--- src/rtl/rol_seq.sv ---
// Sequential rotate-left: one logarithmic-shifter stage per clock, result
// registered in Ra with a single-cycle done pulse after log2(WIDTH) stages.
module rol_seq #(
    parameter int unsigned WIDTH = 32,
    localparam int unsigned SHW = $clog2(WIDTH)
) (
    input  logic             clk,
    input  logic             clr,
    input  logic             start,
    input  logic [WIDTH-1:0] Rb,
    input  logic [SHW-1:0]   Rc,
    output logic [WIDTH-1:0] Ra,
    output logic             busy,
    output logic             done
);

    localparam int unsigned KW = SHW;

    localparam logic [0:0] S_IDLE  = 1'b0;
    localparam logic [0:0] S_SHIFT = 1'b1;

    logic [0:0]       state_q, state_d;
    logic [WIDTH-1:0] work_q,  work_d;
    logic [SHW-1:0]   amt_q,   amt_d;
    logic [KW-1:0]    k_q,     k_d;
    logic [WIDTH-1:0] ra_q,    ra_d;
    logic             busy_q,  busy_d;
    logic             done_q,  done_d;

    int unsigned      sh;
    logic [WIDTH-1:0] stage_res;

    // amt is shifted right each stage so bit 0 always selects the current stage
    always_comb begin
        sh        = 32'(1) << k_q;
        stage_res = work_q;
        if (amt_q[0]) begin
            stage_res = (work_q << sh) | (work_q >> (WIDTH - sh));
        end
    end

    always_comb begin
        state_d = state_q;
        work_d  = work_q;
        amt_d   = amt_q;
        k_d     = k_q;
        ra_d    = ra_q;
        busy_d  = busy_q;
        done_d  = 1'b0;

        case (state_q)
            S_IDLE: begin
                if (start) begin
                    work_d  = Rb;
                    amt_d   = Rc;
                    k_d     = '0;
                    busy_d  = 1'b1;
                    state_d = S_SHIFT;
                end
            end
            S_SHIFT: begin
                work_d = stage_res;
                amt_d  = amt_q >> 1;
                k_d    = k_q + KW'(1);
                if (k_q == KW'(SHW - 1)) begin
                    ra_d    = stage_res;
                    done_d  = 1'b1;
                    busy_d  = 1'b0;
                    k_d     = '0;
                    state_d = S_IDLE;
                end
            end
            default: begin
                state_d = S_IDLE;
                busy_d  = 1'b0;
            end
        endcase
    end

    // clr discards any in-flight operation and suppresses its done
    always_ff @(posedge clk) begin
        if (clr) begin
            state_q <= S_IDLE;
            work_q  <= '0;
            amt_q   <= '0;
            k_q     <= '0;
            ra_q    <= '0;
            busy_q  <= 1'b0;
            done_q  <= 1'b0;
        end else begin
            state_q <= state_d;
            work_q  <= work_d;
            amt_q   <= amt_d;
            k_q     <= k_d;
            ra_q    <= ra_d;
            busy_q  <= busy_d;
            done_q  <= done_d;
        end
    end

    assign Ra   = ra_q;
    assign busy = busy_q;
    assign done = done_q;

endmodule

--- config.mk ---
export PLATFORM = sky130hd
export DESIGN_NAME = rol_seq
export DESIGN_NICKNAME = d
export VERILOG_FILES = /design/src/rtl/rol_seq.sv
export SDC_FILE = /design/constraint.sdc
export NUM_CORES = 1
export LEC_CHECK = 0
export ABC_AREA = 1
export BUFFER_PORTS_ARGS = -buffer_cell sky130_fd_sc_hd__buf_2
export CORE_MARGIN = 5
export CORE_UTILIZATION = 35
export DETAILED_ROUTE_END_ITERATION = 6
export PLACE_DENSITY = 0.55
export SYNTH_ARGS = -nofsm -noshare
export SYNTH_HDL_FRONTEND = slang
export SYNTH_SLANG_ARGS = --single-unit
--- constraint.sdc ---
create_clock -name clk -period 6.3 [get_ports clk]
set_input_delay 1.26 -clock clk [delete_from_list [all_inputs] [get_ports clk]]
set_output_delay 1.26 -clock clk [all_outputs]
set_load 0.05 [all_outputs]
==> results.py, run 1 <==
metrics = {
    "placed_design": {
        "hpwlAfterDp_um": 23700,
        "place.port_buffers": 73,
        "dp_worst_setup_slack_ns": 1.89,
        "dpl_cell_area_um2": 8110,
        "gp_routability_congestion": 0.994,
    },
    "global_routing": {
        "grt_pass1_vias": 8520,
        "global_routing_usage_summed_across_all_routing_layers_pct": 24.2,
        "grt_start_max_net_pins": 40,
        "overflow": 0,
        "initial_antenna_violation_count": 0,
        "grt_pass1_wl_um": 49700,
    },
    "clocking": {
        "root_buffer": "clkbuf_16",
        "tritoncts": "yes",
        "cts_resized": 0,
        "postCtsHoldBufs": 0,
        "cts-buffers-inserted": 9,
        "cts_post_setup_buffers_inserted": 0,
        "clkSlewWorstSetupHoldPaths_ns": 0.07,
        "h-tree-depth": 3,
        "clk_latency_ns": 0.36,
        "cts_max_path_buffers": 2,
        "clock-sinks": 77,
    },
    "finish": {
        "final_nets": 1446,
        "postLayoutCellArea_um2": 8400,
        "most_frequent_cells_in_the_layout": "nand3_1 (443), nand2_1 (346), inv_1 (115)",
        "drive_above_1_share_pct": 11.1,
        "layout-area-overhead-vs-synth_pct": 8.36,
        "diodes": 0,
        "final_common_cell": "nand3_1",
    },
    "detailed_routing": {
        "postRouteWirelength_um": 31900,
        "post_drt_antenna_nets": 0,
        "drt_drc_violations_left": 0,
        "routed_wire_length_per_instance_um": 18.9,
        "dr.pass1.iters": 6,
        "vias": 9517,
        "initialDrtViolationCount": 1065,
        "route.detailed.vias_per_inst": 5.65,
    },
    "logic_synthesis": {
        "ys_async_sr_fraction_pct": 0,
        "synth-warning-count": 0,
        "syn-cell-area_um2": 7750,
        "synth_edf_count": 0,
        "synth_nets": 1446,
        "ys.flop_type": "dfxtp_1",
        "synth.ff_latch_count": 77,
        "syn-mean-instance-area_um2": 5.54,
        "share_of_the_yosys_chip_area_belonging_to_registers_pct": 19.9,
        "syn_inst": 1399,
        "unique_cell_type_count_in_the_yosys_netlist": 41,
    },
    "critical_path": {
        "cp_data_required_time_ns": 6.57,
        "critical_path_depth": 19,
        "critPathKind": "reg -> reg",
        "critical_path.endpoint": "work_q[17]$_SDFFE_PP0P_",
        "critical_path_buf_inv_count": 2,
        "worstSetupEndpointType": "flip-flop",
        "critical_path_arrival_ns": 4.83,
        "reg_to_reg_startpoint": "k_q[4]$_SDFFE_PP0P_",
        "timing.critical_path.cells": "inv_4 -> nand2_1 -> ha_1 -> nand2_2 -> nor2_4 -> nand2_1 -> nand2_1 -> nand2_1 -> nor2_2 -> nand4_2 -> clkinv_2 -> nand3_1 -> nand3_1 -> nand3_1 -> nand3_1 -> nand3_1 -> nand3_1 -> nand3_1 -> a21oi_1",
        "crit_top_cell": "nand3_1",
        "cp_top_family": "simple AND/OR/NAND/NOR gates",
        "regToRegSetupSlack_ns": 1.74,
        "worstSetupStartpoint": "k_q[4]$_SDFFE_PP0P_",
        "slowest_delay_ns": 0.85,
        "timing.reg2reg.worst_path_depth": 19,
        "cpMaxStageDelayCell": "dfxtp_1",
        "rr_endpoint": "work_q[17]$_SDFFE_PP0P_",
        "startpoint_type": "flip-flop",
        "critical_path_peak_fanout": 30,
    },
    "timing": {
        "finalHoldViolations": 0,
        "setup_viol": 0,
        "final.setup.worst_slack_ns": 1.74,
        "worst_slew_pin_slew_ns": 1.17,
        "timing.fmax_mhz": 219,
        "layout_skew_ns": 0.0171,
        "timing.final.crit_share_pct": 72.3,
        "timing_max_transition_violations_final": 0,
        "fin_setup_tns_ns": 0,
        "rsz0062_at_grt": "no",
        "finalWorstPathRequiredPeriod_ns": 4.56,
        "max-slew-margin-rel_pct": 21.6,
    },
    "pwr": {
        "seq_power_share_pct": 29.6,
        "post-layout-total-power_uw": 1760,
        "cellPowerDensity_nw_per_um2": 209,
        "static-leakage-power_uw": 0.00401,
        "switchingPower_uw": 772,
        "power_switching_share_pct": 43.9,
        "worst_ir_drop_vdd_v": 0.000142,
        "combinational_share_of_power_pct": 40.7,
        "power_frac_clock_pct": 29.7,
        "internal_power_uw": 984,
    },
    "die": {
        "die_height_um": 159,
        "floorplan.die.width_um": 159,
        "design.portCount": 74,
        "floorplan.initialDensity_pct": 35.5,
        "core_box_area_um2": 21800,
        "rows": 54,
        "die-area_um2": 25200,
    },
    "worst_hold_path": {
        "worstHoldPathType": "reg -> reg",
        "startpoint_of_the_worst_hold_path": "Ra[14]$_SDFFE_PP0P_",
    },
    "status": {
        "outcome": "complete, no violations",
    },
    "flow_run": {
        "maxCapViolCount": 0,
    },
}
==> worst min-delay path by stage <==
stage / cells past startpoint / end
detailed placement: 2 / Ra[14]$_SDFFE_PP0P_
global placement: 2 / Ra[14]$_SDFFE_PP0P_
floorplan: 2 / amt_q[4]$_SDFFE_PP0P_
global route: 2 / Ra[25]$_SDFFE_PP0P_
CTS: 2 / Ra[14]$_SDFFE_PP0P_
finish: 2 / Ra[14]$_SDFFE_PP0P_
==> final cells by class <==
cell class,count,area (um2)
Timing Repair Buffer,89,485
Clock inverter,7,67.6
Clock buffer,9,225
Tap cell,280,350
Inverter,125,473
Multi-Input combinational cell,1097,5260
Fill cell,2515,13400
Sequential cell,77,1540
==> Yosys cell counts (2+ instances only) <==
library cell / instances / area share [%]
a21oi_1: 57 / 3.7
xor2_1: 3 / 0.34
o21ai_2: 2 / 0.23
buf_1: 8 / 0.39
nor2_2: 11 / 0.89
nand3_2: 17 / 2.2
dfxtp_1: 77 / 20
o21ai_1: 9 / 0.58
a31oi_1: 4 / 0.32
inv_1: 115 / 5.6
nand4_1: 19 / 1.5
nand2_1: 346 / 17
o211ai_1: 9 / 0.87
clkbuf_1: 54 / 2.6
ha_1: 7 / 1.1
buf_6: 8 / 1.2
nor2_1: 77 / 3.7
nand3_1: 443 / 29
inv_2: 5 / 0.24
clkinv_1: 3 / 0.15
buf_2: 25 / 1.6
nand2_2: 6 / 0.48
o21ai_0: 69 / 4.5
or2_1: 2 / 0.16
buf_4: 4 / 0.39
o22ai_1: 2 / 0.16
nor3_1: 3 / 0.19
==> sequential cells by signal, indices dropped and copies added (netlist names) <==
signal	count
state_q	1
work_q	32
Ra	32
done	1
busy	1
k_q	5
amt_q	5
==> power by group through the flow <==
stage          combinational (uW)  clock (uW)  sequential (uW)
3_5_place_dp                  694           0              530
6_report                      714         521              520
3_3_place_gp                  695           0              531
2_1_floorplan                 497           0              528
4_1_cts                       697         531              520
5_1_grt                       777         554              521
==> cells by family (layout without fill, tap and decap cells) <==
family	after synthesis	in the layout	synth area share, %
AO/OA/AOI/OAI	156	156	10.7
buffers and inverters	225	230	12.5
flip-flops	77	77	19.9
AND/OR/NAND/NOR	930	930	55.4
XOR/XNOR	4	4	0.452
adder cells (fa/ha/maj)	7	7	1.13
==> layer usage <==
metal | share of wire, % | routed length, um | vias up | global-route usage [%]
li1 | - | - | 4699 | -
met1 | 45 | 14200 | 4305 | 34.7
met2 | 43 | 13800 | 457 | 36.3
met3 | 8.4 | 2670 | 56 | 3.76
met4 | 3.7 | 1180 | 0 | 9.23
met5 | 0 | 0 | - | 0
==> through the flow <==
stage | utilization, % | hold WS [ns] | instances
floorplan | - | 0.441 | 1399
global placement | 37.1 | 0.432 | 1668
detailed placement | 37.1 | 0.434 | 1668
CTS | 38.5 | 0.449 | 1684
global route | 38.5 | 0.473 | 1684
finish | 38.5 | 0.444 | 1684
==> worst reg2reg max path, stage by stage (launching register included) <==
cell and delay, ns:
dfxtp_1 0.85, inv_4 0.24, nand2_1 0.64, ha_1 0.37, nand2_2 0.09, nor2_4 0.13, nand2_1 0.06, nand2_1 0.06
nand2_1 0.07, nor2_2 0.12, nand4_2 0.20, clkinv_2 0.43, nand3_1 0.18, nand3_1 0.13, nand3_1 0.17, nand3_1 0.16
nand3_1 0.11, nand3_1 0.23, nand3_1 0.10, a21oi_1 0.14
Note: power is estimated with default switching activity, not from simulation.
==> run 2: changes to the inputs <==
--- a/config.mk
+++ b/config.mk
@@ -5,12 +5,12 @@
 export SDC_FILE = /design/constraint.sdc
 export NUM_CORES = 1
 export LEC_CHECK = 0
-export ABC_AREA = 1
+export ABC_AREA = 0
 export BUFFER_PORTS_ARGS = -buffer_cell sky130_fd_sc_hd__buf_2
 export CORE_MARGIN = 5
 export CORE_UTILIZATION = 35
 export DETAILED_ROUTE_END_ITERATION = 6
-export PLACE_DENSITY = 0.55
+export PLACE_DENSITY = 0.57
 export SYNTH_ARGS = -nofsm -noshare
 export SYNTH_HDL_FRONTEND = slang
 export SYNTH_SLANG_ARGS = --single-unit
==> constraint.sdc (replaced) <==
create_clock -name clk -period 4.05 [get_ports clk]
set_input_delay 0.81 -clock clk [delete_from_list [all_inputs] [get_ports clk]]
set_output_delay 0.81 -clock clk [all_outputs]
set_load 0.05 [all_outputs]
==> run 2 against run 1 <==
Compared with the run above: cell count fell by 18%; setup slack worse by 1.5 ns; largest cell class unchanged; design area increased by 4.3%; highest routed layer unchanged.
==> results.py, run 2 <==
metrics = {
    "finish": {
        "diodes": 0,
        "most_frequent_cells_in_the_layout": "nand2_1 (135), nor2_1 (103), mux2i_1 (90)",
        "drive_above_1_share_pct": 19.0,
        "final_nets": 1149,
        "final_common_cell": "nand2_1",
        "finalNonFillerCells": 1382,
        "layout-area-overhead-vs-synth_pct": 16.3,
    },
    "pwr": {
        "switchingPower_uw": 1130,
        "static-leakage-power_uw": 0.00365,
        "seq_power_share_pct": 31.8,
        "worst_ir_drop_vdd_v": 0.000209,
        "power_switching_share_pct": 40.5,
        "combinational_share_of_power_pct": 37.9,
        "power_frac_clock_pct": 30.3,
        "internal_power_uw": 1660,
        "cellPowerDensity_nw_per_um2": 318,
    },
    "timing": {
        "setup_viol": 0,
        "finalWorstPathRequiredPeriod_ns": 3.85,
        "finalHoldViolations": 0,
        "max-slew-margin-rel_pct": 40.2,
        "timing_max_transition_violations_final": 0,
        "timing.final.crit_share_pct": 95.1,
        "fin_setup_tns_ns": 0,
        "worst_slew_pin_slew_ns": 0.897,
        "final.setup.worst_slack_ns": 0.197,
        "layout_skew_ns": 0.00672,
        "timing.fmax_mhz": 260,
        "rsz0062_at_grt": "no",
    },
    "detailed_routing": {
        "route.detailed.vias_per_inst": 6.57,
        "routed_wire_length_per_instance_um": 25.4,
        "postRouteWirelength_um": 35100,
        "initialDrtViolationCount": 1237,
        "post_drt_antenna_nets": 0,
        "drt_drc_violations_left": 0,
        "vias": 9083,
        "dr.pass1.iters": 7,
    },
    "logic_synthesis": {
        "syn-cell-area_um2": 7540,
        "synth_most_common_cell": "nand2_1",
        "netlist_top_cells_count": "nand2_1 (135), nor2_1 (103), mux2i_1 (90), dfxtp_1 (77), o21ai_0 (77)",
        "synth.ff_latch_count": 77,
        "ys_async_sr_fraction_pct": 0,
        "share_of_the_yosys_chip_area_belonging_to_registers_pct": 20.5,
        "synth_nets": 1088,
        "unique_cell_type_count_in_the_yosys_netlist": 84,
        "syn_inst": 1041,
        "leading_post_synthesis_cells_by_cell_area": "dfxtp_1 (20%), mux2i_1 (12%), nand2_1 (6.7%)",
        "synth_top_area_cell": "dfxtp_1",
        "synth.top_cell.area_share_pct": 20.5,
        "syn-mean-instance-area_um2": 7.24,
        "synth_edf_count": 0,
        "ys.flop_type": "dfxtp_1",
        "synth-warning-count": 0,
    },
    "die": {
        "floorplan.initialDensity_pct": 35.7,
        "core_box_area_um2": 21100,
        "die_height_um": 157,
        "die-area_um2": 24600,
        "rows": 53,
        "floorplan.die.width_um": 157,
        "design.portCount": 74,
    },
    "critical_path": {
        "critical_path_arrival_ns": 4.12,
        "cp_data_required_time_ns": 4.31,
        "cpMaxStageDelayCell": "ha_1",
        "startpoint_type": "flip-flop",
        "slowest_delay_ns": 0.48,
        "worstSetupEndpointType": "flip-flop",
        "critical_path_peak_fanout": 26,
        "critPathKind": "reg -> reg",
        "timing.critical_path.cells": "ha_1 -> nor4b_4 -> clkinv_1 -> ha_1 -> buf_4 -> buf_4 -> mux2i_1 -> mux2i_1 -> nand2_1 -> a32oi_1 -> o221ai_1 -> o21ai_0 -> a211oi_1",
    },
    "clocking": {
        "h-tree-depth": 3,
        "tritoncts": "yes",
        "postCtsHoldBufs": 0,
        "cts_max_path_buffers": 2,
        "root_buffer": "clkbuf_16",
        "clk_latency_ns": 0.34,
        "cts_post_setup_buffers_inserted": 0,
        "cts-buffers-inserted": 9,
        "clock-sinks": 77,
        "clkSlewWorstSetupHoldPaths_ns": 0.07,
    },
    "global_routing": {
        "overflow": 0,
        "initial_antenna_violation_count": 0,
        "grt_pass1_vias": 8657,
        "grt_start_max_net_pins": 47,
        "global_routing_usage_summed_across_all_routing_layers_pct": 28.0,
        "grt_pass1_wl_um": 53700,
    },
    "placed_design": {
        "dp_worst_setup_slack_ns": 0.152,
        "hpwlAfterDp_um": 26600,
        "gp_routability_congestion": 1.04,
        "place.port_buffers": 73,
        "dp_cells": 1366,
    },
    "flow_run": {
        "maxCapViolCount": 0,
    },
    "status": {
        "outcome": "complete, no violations",
    },
    "worst_hold_path": {
        "worstHoldPathType": "reg -> reg",
    },
}
run 2: changes by cell type in the layout (fill, tap and decap cells not counted), sizes merged, moves of 20 or more:
cell / change
inv: -103
buf: +52
a31oi: +20
mux2i: +90
nand2: -215
a211oi: +50
nand3: -426
run 2: layout make-up:
type	instances	area [um2]
fillers	2253	12300
multi-input cells	852	5610
flip-flops and latches	77	1540
repair buffers	141	888
well taps	275	344
clock buffers	10	229
inverters	21	78.8
clock inverters	6	70.1
run 2: final timing paths:
path	startpoint	slack, ns	end	cells after the start
worst max register to register	k_q[0]$_SDFFE_PP0P_	0.20	work_q[7]$_SDFFE_PP0P_	13
worst min-delay path	Ra[28]$_SDFFE_PP0P_	0.44	Ra[28]$_SDFFE_PP0P_	2
worst max-delay path	k_q[0]$_SDFFE_PP0P_	0.20	work_q[7]$_SDFFE_PP0P_	13
worst min register to register	Ra[28]$_SDFFE_PP0P_	0.44	Ra[28]$_SDFFE_PP0P_	2
run 2: per-layer routing:
metal / global-route usage [%] / wire length, um
met3: 5.45 / 3520
met2: 43.0 / 15100
met5: 0 / 0
met4: 11.8 / 1810
met1: 38.3 / 14700
run 2: power by group through the flow:
stage / combinational (uW) / clock (uW) / sequential, uW
floorplan: 683 / 0 / 850
global placement: 1010 / 0 / 896
detailed placement: 1000 / 0 / 897
CTS: 1010 / 849 / 880
global route: 1120 / 886 / 888
finish: 1060 / 846 / 887
run 2: cell families (layout without fill, tap and decap cells):
family                   Yosys count  in the layout  share of synthesized area (%)
XOR/XNOR                           7              7                          0.814
buffers and inverters            112            178                           6.24
AO/OA/AOI/OAI                    355            355                           33.1
multiplexers                     102            102                           14.5
adder cells (fa/ha/maj)            7              7                           1.16
AND/OR/NAND/NOR                  381            381                           23.8
flip-flops                        77             77                           20.5
run 2: what timing repair did:
item | in CTS | in global routing
resized for setup | 0 | 10
endpoints found under the setup margin | 0 | 10
hold endpoints to repair | 0 | 0
run 2: critical path: cells and delay by family (launching register included):
family                   cells  cell delay, ns
AO/OA/AOI/OAI                4            0.95
adder cells (fa/ha/maj)      2            0.77
buffers and inverters        3            0.71
multiplexers                 2            0.57
flip-flops                   1            0.41
AND/OR/NAND/NOR              2            0.36
run 2: metrics by stage:
step	cell area, um2	hold WS, ns	total power [uW]	utilization, %
5_1_grt	8760	0.487	2900	41.6
4_1_cts	8730	0.445	2740	41.4
3_5_place_dp	8430	0.434	1900	40.0
2_1_floorplan	7540	0.454	1530	-
6_report	8760	0.444	2790	41.6
3_3_place_gp	8430	0.434	1910	40.0
==> run 3: changes to the inputs <==
--- a/config.mk
+++ b/config.mk
@@ -10,7 +10,7 @@
 export CORE_MARGIN = 5
 export CORE_UTILIZATION = 35
 export DETAILED_ROUTE_END_ITERATION = 6
-export PLACE_DENSITY = 0.57
+export PLACE_DENSITY = 0.55
 export SYNTH_ARGS = -nofsm -noshare
 export SYNTH_HDL_FRONTEND = slang
 export SYNTH_SLANG_ARGS = --single-unit
==> constraint.sdc (replaced) <==
create_clock -name clk -period 4.2 [get_ports clk]
set_input_delay 0.84 -clock clk [delete_from_list [all_inputs] [get_ports clk]]
set_output_delay 0.84 -clock clk [all_outputs]
set_load 0.05 [all_outputs]
==> run 3 against run 2 <==
Compared with the run above: clock power up 11%; design area down 0.97%; power up 0.65%; sequential share of layout area up 0.17 points; first-iteration DRC count about the same; cell count down 0.80%; clock skew up 0.0082 ns; highest routed layer unchanged.
==> results.py, run 3 (synthesized netlist as in run 2, its figures left out) <==
metrics = {
    "status": {
        "outcome": "complete, no violations",
    },
    "critical_path": {
        "critical_path_arrival_ns": 4.29,
        "cp_data_required_time_ns": 4.47,
        "critical_path_peak_fanout": 11,
        "critPathKind": "reg -> reg",
        "timing.critical_path.cells": "inv_1 -> ha_1 -> or3_1 -> a2111o_1 -> nand2_2 -> o2bb2ai_1 -> a21o_1 -> nand4_1 -> o21ai_0 -> a31oi_1 -> a211oi_1",
        "cpMaxStageDelayCell": "a2111o_1",
        "worstSetupEndpointType": "flip-flop",
        "slowest_delay_ns": 0.56,
        "startpoint_type": "flip-flop",
    },
    "pwr": {
        "power_frac_clock_pct": 33.6,
        "cellPowerDensity_nw_per_um2": 323,
        "post-layout-total-power_uw": 2810,
        "combinational_share_of_power_pct": 36.2,
        "power_switching_share_pct": 39.4,
        "static-leakage-power_uw": 0.00363,
        "internal_power_uw": 1700,
        "switchingPower_uw": 1100,
        "seq_power_share_pct": 30.3,
        "worst_ir_drop_vdd_v": 0.000209,
    },
    "global_routing": {
        "global_routing_usage_summed_across_all_routing_layers_pct": 28.9,
        "grt_start_max_net_pins": 59,
        "overflow": 0,
        "grt_pass1_wl_um": 54600,
        "initial_antenna_violation_count": 0,
        "grt_pass1_vias": 8498,
    },
    "timing": {
        "max-slew-margin-rel_pct": 31.0,
        "rsz0062_at_grt": "no",
        "fin_setup_tns_ns": 0,
        "timing.final.crit_share_pct": 95.8,
        "timing_max_transition_violations_final": 0,
        "timing.fmax_mhz": 249,
        "finalWorstPathRequiredPeriod_ns": 4.02,
        "layout_skew_ns": 0.0149,
        "setup_viol": 0,
        "finalHoldViolations": 0,
        "worst_slew_pin_slew_ns": 1.03,
    },
    "finish": {
        "most_frequent_cells_in_the_layout": "nand2_1 (135), nor2_1 (103), mux2i_1 (90)",
        "drive_above_1_share_pct": 17.6,
        "fillers": 2249,
        "postLayoutCellArea_um2": 8680,
        "layout-area-overhead-vs-synth_pct": 15.2,
        "final_nets": 1139,
        "diodes": 0,
        "postLayoutCoreUtil_pct": 41.2,
        "final_common_cell": "nand2_1",
    },
    "detailed_routing": {
        "initialDrtViolationCount": 1236,
        "route.detailed.vias_per_inst": 6.56,
        "routed_wire_length_per_instance_um": 26.2,
        "drt_drc_violations_left": 0,
        "dr.pass1.iters": 6,
        "met3_wirelength_um": 3160,
        "vias": 8993,
        "post_drt_antenna_nets": 0,
        "wl_met2_um": 15700,
        "met1Wirelength_um": 15200,
        "highest-signal-layer": "met4",
        "postRouteWirelength_um": 35900,
    },
    "clocking": {
        "clock-sinks": 77,
        "tritoncts": "yes",
        "clkSlewWorstSetupHoldPaths_ns": 0.07,
        "cts_resized": 0,
        "clk_latency_ns": 0.36,
        "cts_max_path_buffers": 2,
        "postCtsHoldBufs": 0,
        "cts-buffers-inserted": 9,
        "root_buffer": "clkbuf_16",
        "h-tree-depth": 3,
        "cts_post_setup_buffers_inserted": 0,
    },
    "placed_design": {
        "place.port_buffers": 73,
        "gp_routability_congestion": 1.05,
        "hpwlAfterDp_um": 27000,
        "dpl_cell_area_um2": 8340,
    },
    "worst_hold_path": {
        "worstHoldPathType": "reg -> reg",
    },
    "die": {
        "core_box_area_um2": 21100,
        "design.portCount": 74,
        "die_height_um": 157,
        "floorplan.initialDensity_pct": 35.7,
        "die-area_um2": 24600,
        "rows": 53,
        "floorplan.die.width_um": 157,
    },
    "flow_run": {
        "maxCapViolCount": 0,
    },
}
## run 3: cell types whose count changed in the layout (fill, tap and decap cells not counted), moves of 2 or more
cell | previous run | this run
buf_4 | 67 | 58
clkinvlp_4 | 3 | 0
a211oi_1 | 47 | 49
a211oi_2 | 3 | 1
bufinv_16 | 1 | 3
clkinv_4 | 0 | 2
inv_6 | 2 | 0
o21ai_0 | 75 | 77
o21ai_1 | 9 | 7
## run 3: routing by layer
layer  up-vias  global-route usage, %
li1       4026                      -
met1      4281                   39.9
met2       568                   44.4
met3       118                   4.87
met4         0                   12.5
met5         -                      0
## run 3: path summary, 6_finish.rpt
check	start	to	slack, ns	cells past startpoint
hold / removal	Ra[28]$_SDFFE_PP0P_	Ra[28]$_SDFFE_PP0P_	0.45	2
hold reg to reg	Ra[28]$_SDFFE_PP0P_	Ra[28]$_SDFFE_PP0P_	0.45	2
setup / recovery	k_q[0]$_SDFFE_PP0P_	work_q[29]$_SDFFE_PP0P_	0.18	11
setup reg to reg	k_q[0]$_SDFFE_PP0P_	work_q[29]$_SDFFE_PP0P_	0.18	11
## run 3: critical path, delay by kind of cell, from the launching register on
family,cells,cell delay [ns]
fa+ha+maj,1,0.33
simple gates,3,1.00
buf+inv,1,0.09
compound gates,6,2.09
flops,1,0.43
## run 3: power by group through the flow
stage	logic [uW]	registers, uW	clock network [uW]
after global routing	1080	850	976
after detailed placement	976	861	0
after global placement	986	860	0
final	1010	850	942
after CTS	981	845	951
after floorplan	659	819	0
## run 3: final cells by class
| class | count | area (um2) | area share, % |
|---|---|---|---|
| repair buffers | 131 | 801 | 9.23 |
| multi-input cells | 852 | 5580 | 64.2 |
| well taps | 275 | 344 | 3.96 |
| inverters | 21 | 78.8 | 0.908 |
| clock inverters | 6 | 113 | 1.30 |
| flip-flops and latches | 77 | 1540 | 17.8 |
| clock buffers | 9 | 225 | 2.59 |
## run 3: metrics by stage
stage                     instances  hold slack [ns]  setup WS, ns
final                          1371            0.450         0.176
after global routing           1371            0.484        0.0406
after CTS                      1371            0.447         0.286
after detailed placement       1356            0.436         0.314
after global placement         1356            0.434         0.357
after floorplan                1041            0.454        0.0617
